`src/rtl/ps2_pkg.sv`:
```
`default_nettype none
// ============================================================================
// Module      : ps2_pkg
// Description : Shared types and constants for the PS/2 keyboard receiver:
//               receive FSM state encoding, PS/2 set-2 prefix/modifier
//               bytes and Hack key codes for non-printable keys.
// Revision    : 1.0 - initial release
// ============================================================================
package ps2_pkg;

    // Receive frame FSM: start bit, 8 data bits, parity bit, stop bit
    typedef enum logic [1:0] {
        ST_IDLE   = 2'd0,
        ST_DATA   = 2'd1,
        ST_PARITY = 2'd2,
        ST_STOP   = 2'd3
    } rx_state_t;

    // Set-2 prefix and modifier bytes
    localparam logic [7:0] SC_EXTEND = 8'hE0;
    localparam logic [7:0] SC_BREAK  = 8'hF0;
    localparam logic [7:0] SC_LSHIFT = 8'h12;
    localparam logic [7:0] SC_RSHIFT = 8'h59;

    // Hack key codes for non-printable keys
    localparam logic [15:0] KEY_NEWLINE   = 16'd128;
    localparam logic [15:0] KEY_BACKSPACE = 16'd129;
    localparam logic [15:0] KEY_LEFT      = 16'd130;
    localparam logic [15:0] KEY_UP        = 16'd131;
    localparam logic [15:0] KEY_RIGHT     = 16'd132;
    localparam logic [15:0] KEY_DOWN      = 16'd133;
    localparam logic [15:0] KEY_HOME      = 16'd134;
    localparam logic [15:0] KEY_END       = 16'd135;
    localparam logic [15:0] KEY_PGUP      = 16'd136;
    localparam logic [15:0] KEY_PGDN      = 16'd137;
    localparam logic [15:0] KEY_INSERT    = 16'd138;
    localparam logic [15:0] KEY_DELETE    = 16'd139;
    localparam logic [15:0] KEY_ESC       = 16'd140;
    localparam logic [15:0] KEY_F1        = 16'd141;
    localparam logic [15:0] KEY_F2        = 16'd142;
    localparam logic [15:0] KEY_F3        = 16'd143;
    localparam logic [15:0] KEY_F4        = 16'd144;
    localparam logic [15:0] KEY_F5        = 16'd145;
    localparam logic [15:0] KEY_F6        = 16'd146;
    localparam logic [15:0] KEY_F7        = 16'd147;
    localparam logic [15:0] KEY_F8        = 16'd148;
    localparam logic [15:0] KEY_F9        = 16'd149;
    localparam logic [15:0] KEY_F10       = 16'd150;
    localparam logic [15:0] KEY_F11       = 16'd151;
    localparam logic [15:0] KEY_F12       = 16'd152;

    // PS/2 uses odd parity: data bits plus parity bit must hold an odd count of ones
    function automatic logic odd_parity_ok(input logic [7:0] data, input logic par);
        return ^{data, par};
    endfunction

endpackage
`default_nettype wire

```
`src/rtl/ps2_code_map.sv`:
```
`default_nettype none
// ============================================================================
// Module      : ps2_code_map
// Description : Combinational translation of a set-2 make/break code byte
//               (plus extended-prefix and shift state) to a Hack key code.
// Revision    : 1.0 - initial release
// ============================================================================
module ps2_code_map
    import ps2_pkg::*;
(
    input  logic [7:0]  key_byte,
    input  logic        ext,
    input  logic        shift,
    output logic [15:0] code,
    output logic        mapped
);

    logic [7:0] letter;

    // Lowercase ASCII for letter keys, 0 when the byte is not a letter
    always_comb begin
        letter = 8'd0;
        case (key_byte)
            8'h1C: letter = 8'd97;   // a
            8'h32: letter = 8'd98;   // b
            8'h21: letter = 8'd99;   // c
            8'h23: letter = 8'd100;  // d
            8'h24: letter = 8'd101;  // e
            8'h2B: letter = 8'd102;  // f
            8'h34: letter = 8'd103;  // g
            8'h33: letter = 8'd104;  // h
            8'h43: letter = 8'd105;  // i
            8'h3B: letter = 8'd106;  // j
            8'h42: letter = 8'd107;  // k
            8'h4B: letter = 8'd108;  // l
            8'h3A: letter = 8'd109;  // m
            8'h31: letter = 8'd110;  // n
            8'h44: letter = 8'd111;  // o
            8'h4D: letter = 8'd112;  // p
            8'h15: letter = 8'd113;  // q
            8'h2D: letter = 8'd114;  // r
            8'h1B: letter = 8'd115;  // s
            8'h2C: letter = 8'd116;  // t
            8'h3C: letter = 8'd117;  // u
            8'h2A: letter = 8'd118;  // v
            8'h1D: letter = 8'd119;  // w
            8'h22: letter = 8'd120;  // x
            8'h35: letter = 8'd121;  // y
            8'h1A: letter = 8'd122;  // z
            default: letter = 8'd0;
        endcase
    end

    // Full translation: extended table when prefixed, else letters/digits/other keys
    always_comb begin
        code   = 16'd0;
        mapped = 1'b0;
        if (ext) begin
            case (key_byte)
                8'h6B:   code = KEY_LEFT;
                8'h75:   code = KEY_UP;
                8'h74:   code = KEY_RIGHT;
                8'h72:   code = KEY_DOWN;
                8'h6C:   code = KEY_HOME;
                8'h69:   code = KEY_END;
                8'h7D:   code = KEY_PGUP;
                8'h7A:   code = KEY_PGDN;
                8'h70:   code = KEY_INSERT;
                8'h71:   code = KEY_DELETE;
                default: code = 16'd0;
            endcase
            mapped = (code != 16'd0);
        end else if (letter != 8'd0) begin
            // Uppercase is 32 below lowercase in ASCII
            code   = {8'd0, (shift ? (letter - 8'd32) : letter)};
            mapped = 1'b1;
        end else begin
            case (key_byte)
                8'h45:   code = 16'd48;  // 0
                8'h16:   code = 16'd49;  // 1
                8'h1E:   code = 16'd50;  // 2
                8'h26:   code = 16'd51;  // 3
                8'h25:   code = 16'd52;  // 4
                8'h2E:   code = 16'd53;  // 5
                8'h36:   code = 16'd54;  // 6
                8'h3D:   code = 16'd55;  // 7
                8'h3E:   code = 16'd56;  // 8
                8'h46:   code = 16'd57;  // 9
                8'h29:   code = 16'd32;  // space
                8'h5A:   code = KEY_NEWLINE;
                8'h66:   code = KEY_BACKSPACE;
                8'h76:   code = KEY_ESC;
                8'h05:   code = KEY_F1;
                8'h06:   code = KEY_F2;
                8'h04:   code = KEY_F3;
                8'h0C:   code = KEY_F4;
                8'h03:   code = KEY_F5;
                8'h0B:   code = KEY_F6;
                8'h83:   code = KEY_F7;
                8'h0A:   code = KEY_F8;
                8'h01:   code = KEY_F9;
                8'h09:   code = KEY_F10;
                8'h78:   code = KEY_F11;
                8'h07:   code = KEY_F12;
                default: code = 16'd0;
            endcase
            mapped = (code != 16'd0);
        end
    end

endmodule
`default_nettype wire

```
`src/rtl/ps2_keyboard.sv`:
```
`default_nettype none
// ============================================================================
// Module      : ps2_keyboard
// Description : PS/2 keyboard receiver. Synchronizes the device clock/data,
//               deframes 11-bit frames with odd parity, tracks E0/F0 prefixes
//               and shift state, and presents the Hack code of the key held.
// Revision    : 1.0 - initial release
// ============================================================================
module ps2_keyboard
    import ps2_pkg::*;
#(
    parameter int TIMEOUT_CYCLES = 50000
) (
    input  logic        clock,
    input  logic        reset,
    input  logic        ps2_clk,
    input  logic        ps2_data,
    output logic [15:0] scancode,
    output logic        rx_strobe,
    output logic [7:0]  rx_byte,
    output logic        frame_error
);

    localparam int            TW           = $clog2(TIMEOUT_CYCLES + 1);
    localparam logic [TW-1:0] TIMEOUT_LAST = TW'(TIMEOUT_CYCLES - 1);

    // Synchronizers and falling-edge detect
    logic [1:0] clk_sync;
    logic [1:0] data_sync;
    logic       clk_prev;
    logic       ps2_clk_s;
    logic       ps2_data_s;
    logic       fall;

    // Frame receiver
    rx_state_t     state, state_next;
    logic [2:0]    bit_cnt, bit_cnt_next;
    logic [7:0]    shift_reg, shift_next;
    logic          parity_bit, parity_next;
    logic [TW-1:0] timeout_cnt, timeout_next;
    logic          accept;
    logic          bad_frame;
    logic          timeout_hit;

    // Key tracking
    logic        ext_pending;
    logic        break_pending;
    logic        shift_held;
    logic [15:0] map_code;
    logic        map_hit;

    // Two-flop synchronizers (idle-high bus) plus one flop of history for edge detect
    always_ff @(posedge clock or negedge reset) begin
        if (!reset) begin
            clk_sync  <= 2'b11;
            data_sync <= 2'b11;
            clk_prev  <= 1'b1;
        end else begin
            clk_sync  <= {clk_sync[0], ps2_clk};
            data_sync <= {data_sync[0], ps2_data};
            clk_prev  <= clk_sync[1];
        end
    end

    assign ps2_clk_s  = clk_sync[1];
    assign ps2_data_s = data_sync[1];
    assign fall       = clk_prev & ~ps2_clk_s;

    // Receive FSM state and datapath registers
    always_ff @(posedge clock or negedge reset) begin
        if (!reset) begin
            state       <= ST_IDLE;
            bit_cnt     <= 3'd0;
            shift_reg   <= 8'd0;
            parity_bit  <= 1'b0;
            timeout_cnt <= '0;
        end else begin
            state       <= state_next;
            bit_cnt     <= bit_cnt_next;
            shift_reg   <= shift_next;
            parity_bit  <= parity_next;
            timeout_cnt <= timeout_next;
        end
    end

    // Next-state logic: frame deframing on ps2_clk falling edges, plus idle timeout
    always_comb begin
        state_next   = state;
        bit_cnt_next = bit_cnt;
        shift_next   = shift_reg;
        parity_next  = parity_bit;
        timeout_next = '0;
        accept       = 1'b0;
        bad_frame    = 1'b0;
        timeout_hit  = 1'b0;

        // Counter only runs mid-frame and restarts on every edge
        if ((state != ST_IDLE) && !fall) begin
            if (timeout_cnt == TIMEOUT_LAST) begin
                timeout_hit = 1'b1;
                state_next  = ST_IDLE;
            end else begin
                timeout_next = timeout_cnt + 1'b1;
            end
        end

        if (fall) begin
            case (state)
                ST_IDLE: begin
                    if (!ps2_data_s) begin
                        state_next   = ST_DATA;
                        bit_cnt_next = 3'd0;
                    end else begin
                        bad_frame = 1'b1;
                    end
                end
                ST_DATA: begin
                    // LSB arrives first, so shift in from the top
                    shift_next   = {ps2_data_s, shift_reg[7:1]};
                    bit_cnt_next = bit_cnt + 3'd1;
                    if (bit_cnt == 3'd7) begin
                        state_next = ST_PARITY;
                    end
                end
                ST_PARITY: begin
                    parity_next = ps2_data_s;
                    state_next  = ST_STOP;
                end
                ST_STOP: begin
                    if (ps2_data_s && odd_parity_ok(shift_reg, parity_bit)) begin
                        accept = 1'b1;
                    end else begin
                        bad_frame = 1'b1;
                    end
                    state_next = ST_IDLE;
                end
                default: state_next = ST_IDLE;
            endcase
        end
    end

    // Registered byte outputs and one-cycle status pulses
    always_ff @(posedge clock or negedge reset) begin
        if (!reset) begin
            rx_byte     <= 8'd0;
            rx_strobe   <= 1'b0;
            frame_error <= 1'b0;
        end else begin
            rx_strobe   <= accept;
            frame_error <= bad_frame | timeout_hit;
            if (accept) begin
                rx_byte <= shift_reg;
            end
        end
    end

    ps2_code_map u_code_map (
        .key_byte (rx_byte),
        .ext      (ext_pending),
        .shift    (shift_held),
        .code     (map_code),
        .mapped   (map_hit)
    );

    // Prefix/shift tracking and held-key register, updated on each accepted byte
    always_ff @(posedge clock or negedge reset) begin
        if (!reset) begin
            ext_pending   <= 1'b0;
            break_pending <= 1'b0;
            shift_held    <= 1'b0;
            scancode      <= 16'd0;
        end else if (timeout_hit) begin
            ext_pending   <= 1'b0;
            break_pending <= 1'b0;
        end else if (rx_strobe) begin
            if (rx_byte == SC_EXTEND) begin
                ext_pending <= 1'b1;
            end else if (rx_byte == SC_BREAK) begin
                break_pending <= 1'b1;
            end else begin
                ext_pending   <= 1'b0;
                break_pending <= 1'b0;
                if ((rx_byte == SC_LSHIFT) || (rx_byte == SC_RSHIFT)) begin
                    shift_held <= ~break_pending;
                end else if (map_hit) begin
                    // Release clears only if it is the key currently shown
                    if (!break_pending) begin
                        scancode <= map_code;
                    end else if (map_code == scancode) begin
                        scancode <= 16'd0;
                    end
                end
            end
        end
    end

endmodule
`default_nettype wire

```
`config.mk`:
```
export PLATFORM = sky130hd
export DESIGN_NAME = ps2_keyboard
export DESIGN_NICKNAME = d
export VERILOG_FILES = /design/src/rtl/ps2_pkg.sv /design/src/rtl/ps2_code_map.sv /design/src/rtl/ps2_keyboard.sv
export SDC_FILE = /design/constraint.sdc
export NUM_CORES = 1
export LEC_CHECK = 0
export CAP_MARGIN = 10
export CORE_MARGIN = 4
export CORE_UTILIZATION = 61
export DETAILED_ROUTE_END_ITERATION = 10
export MAX_ROUTING_LAYER = met4
export PLACE_DENSITY_LB_ADDON = 0.25
export SKIP_LAST_GASP = 1
export SLEW_MARGIN = 20
export SYNTH_ARGS = -nofsm -noshare
export SYNTH_HDL_FRONTEND = slang
export SYNTH_SLANG_ARGS = --single-unit
```
`constraint.sdc`:
```
create_clock -name clock -period 7.6 [get_ports clock]
set_input_delay 1.9 -clock clock [delete_from_list [all_inputs] [get_ports clock]]
set_output_delay 1.9 -clock clock [all_outputs]
set_load 0.005 [all_outputs]
```
==> results list <==
- Post-DR vias/cell: 6.56
* Share of final-layout standard cells stronger than drive strength 1: 0.140
- The core region is between 7000 and 8000 sq um.
- The congestion estimate from routability-driven global placement came to approximately 1.
* Hold_buf cts: 0
* Type of the worst setup path: reg -> reg
* Time the worst path needs with I/O delays and setup: 4.54 ns
- Type of element capturing the critical path: flip-flop
- Before CTS, the worst setup slack after placement is between 3 and 4 ns.
- Worst vdd rail ir drop: around 180 uV
- Tot GR Track Use: 0.275
* Status: finished, final reports clean
- Total power density per cell area: around 150 nW/um^2
* Most frequent cells in the layout: 51 x dfrtp_1, 38 x nor2_1, 33 x nand2_1
- Setup total negative slack on the finished layout was measured at 0 ns.
- The number of different library cells used by synthesis comes to 90.
- After layout, the design draws a total of ~730 uW.
* Area grow syn2layout: 5.57%
- Async set-reset flop share out of synthesis: 1.00
- Among all flip-flop cells after synthesis, the most frequent one is dfrtp_1.
* Clock latency on the worst-skew pair: a little over 0.3 ns
* Transition time at the pin with the least slew margin: between 0.8 and 0.9 ns
- Post-Layout Inst Area: roughly 5000 sq um
- Least setup slack across all paths after layout: around 3.1 ns
- I/O pin count: 30
* Switching share of power: 0.302
- Worst Path Max Fanout: 19
- Clock network fraction of design power: 0.281
* Arr. time, crit path: ~4.7 ns
- Post-cts sizing count: 0
- Between clock sinks in the finished design, the worst skew comes to ~0.0076 ns.
* Number of global-route vias before repair: slightly below 4000
* Count of fill cells added during filler insertion: a little under 600
- Maximum buffer depth of the clock tree: 2
- Number of enable-type register cells in the synthesized netlist: 0
* Final setup violation count: 0
- The repair_antennas step left the layout with diodes totalling 0.
* Number of input and output port buffers inserted: 21
* Final routed DRC violation total: 0
- Static timing analysis puts the maximum clock frequency at approximately 220 MHz.
- The floorplan step defined a die boundary enclosing about 9000 sq um.
* TritonCTS buffer count: 5
- CTS built an H-tree with a depth of 2.
- The HPWL after detailed placement is about 8.6 mm.
* Global-route wire length before repair: approximately 19 mm
* Setup repair after global routing missed its margin: no
* Cell area after technology mapping: ~4700 sq um
- Power share of the combinational group: 0.225
- In this run the horizontal extent of the chip is around 96 microns.
- The initial antenna violation count was 0.
* Clock-pin slew on the worst setup and hold paths: ~0.11 ns
- Flip-flop count of the largest register, all copies and words added: 16
- First-pass iteration count of the detailed router: 5
- Of the synthesized area, sequential elements account for 0.298.
- Measured along the y axis, the die boundary spans ~96 microns.
- The initialized floorplan defines 31 standard-cell rows.
* Synth warn: 0
* Share of the clock period used by the worst path after layout: 0.597
- Hold Fails Final Rpt: 0
* Largest net degree at the start of global routing: 57
- Instance area after placement: ~4900 sq um
- Launching element type of the critical path: flip-flop
- Summed over all layers, the routed wires come to about 12 mm.
- Initial standard-cell utilization of the core: 0.640
* Clock sink count: between 50 and 60
- In the final routed layout, each cell accounts on average for about 19 microns.
- Register containing the most flip-flops in the final layout: timeout_cnt
* Number of synthesized register bits: between 50 and 60
- Global routing finished with a remaining overflow of 0.
- Post-route ant nets: 0
- Number of max-cap violations: 0
- Once the clock tree was built, the setup fixing pass inserted 0 buffers.
- In this run the power spent charging and discharging nets is approximately 220 uW.
* Data required time of the worst path: around 7.8 ns
- Dividing the synthesized area by the synthesized cell count gives 9.14 sq um.
- Detailed router's first-iteration violation count: roughly 330
- Internal power contribution: about 510 uW
- Count of vias placed by the detailed router: a little over 4000
* Path category of the worst min-delay check: reg -> reg
* Leakage dissipation: 0.00196 uW
- Final number of max-transition violations: 0
* Most common cell after layout, fill and taps aside: dfrtp_1
- Number of instances in the synthesized netlist: about 520
* Cell chosen for the clock root: clkbuf_8
- Headroom to the max-slew limit came out at 0.396.
* TritonCTS clock tree: yes
- Of the total power, registers draw 0.494.
* Total Nets Final: 540
## critical path: stages, from the launching register on
cell and delay (ns):
dfrtp_1 0.51, inv_1 0.21, ha_1 0.61, nand2_1 0.18, o311ai_0 0.37, a31o_2 0.34
inv_1 0.14, ha_1 0.23, o22ai_1 0.17, nand2_1 0.07, a221o_1 0.27, a2111oi_2 0.29
nand4_1 0.22, a2111oi_4 0.62, a21oi_1 0.15
## per-layer routing
layer	GRT usage	routed length (microns)	vias up
met1	0.365	5080	1958
li1	-	-	1904
met3	0.0375	774	27
met4	0.0853	283	0
met2	0.438	5660	179
met5	-	0	-
## Yosys cell counts, drive strengths merged, types with 6 or more instances
| cell type | n | area share |
|---|---|---|
| dfrtp | 51 | 0.27 |
| nor2 | 38 | 0.030 |
| nand2 | 34 | 0.028 |
| a21oi | 31 | 0.034 |
| buf | 30 | 0.048 |
| inv | 25 | 0.020 |
| mux2 | 22 | 0.053 |
| o21ai | 20 | 0.021 |
| nand2b | 17 | 0.023 |
| ha | 16 | 0.042 |
| nand3 | 16 | 0.017 |
| xnor2 | 14 | 0.026 |
| mux2i | 12 | 0.025 |
| xor2 | 11 | 0.020 |
| a211oi | 10 | 0.021 |
| nor3 | 10 | 0.014 |
| o31ai | 8 | 0.013 |
| nand4 | 7 | 0.0093 |
| nor2b | 7 | 0.0098 |
| o22ai | 7 | 0.0093 |
| a21o | 6 | 0.0096 |
| and2 | 6 | 0.0080 |
| clkbuf | 6 | 0.0048 |
## final timing paths
check                             start            to  slack, ns  depth (start not counted)
max in group asynchronous         reset   scancode[2]       5.44                          2
min                        data_sync[0]  data_sync[1]       0.36                          0
min in group asynchronous         reset  shift_reg[5]       1.68                          2
min reg2reg                data_sync[0]  data_sync[1]       0.36                          0
max reg2reg                  rx_byte[1]   scancode[0]       3.06                         14
max                          rx_byte[1]   scancode[0]       3.06                         14
## power groups by stage
stage	combinational, uW	sequential [uW]	clock [uW]
after global placement	159	365	0
after detailed placement	166	368	0
final	165	362	206
after global routing	184	368	224
after floorplan	138	357	0
after CTS	167	362	212
## final cells by class
class                      count  area (sq um)  area share
multi-input combinational    406          2990       0.601
sequential                    56          1410       0.283
timing repair buffer          26           243      0.0488
tap                           99           124      0.0249
inverter                      25          93.8      0.0188
clock buffer                   5          68.8      0.0138
clock inverter                 3          50.0      0.0101
## logic make-up (layout without fill, tap and decap cells)
group,after synthesis,count (layout),share of synthesized area
AOI/OAI and AO/OA,144,144,0.240
buffers and inverters,61,59,0.0727
adders and majority gates,16,16,0.0425
DFF,56,56,0.298
xor gates and xnor gates,25,25,0.0464
other,1,8,0.000795
muxes,34,34,0.0780
and+or+nand+nor,179,179,0.222
## metrics by stage
stage | util | hold WS, ns | instances
finish | 0.676 | 0.361 | 620
detailed placement | 0.659 | 0.353 | 612
global placement | 0.659 | 0.347 | 612
CTS | 0.676 | 0.372 | 620
floorplan | - | 0.345 | 523
global route | 0.676 | 0.372 | 620
Power figures use the tool's default switching activity.
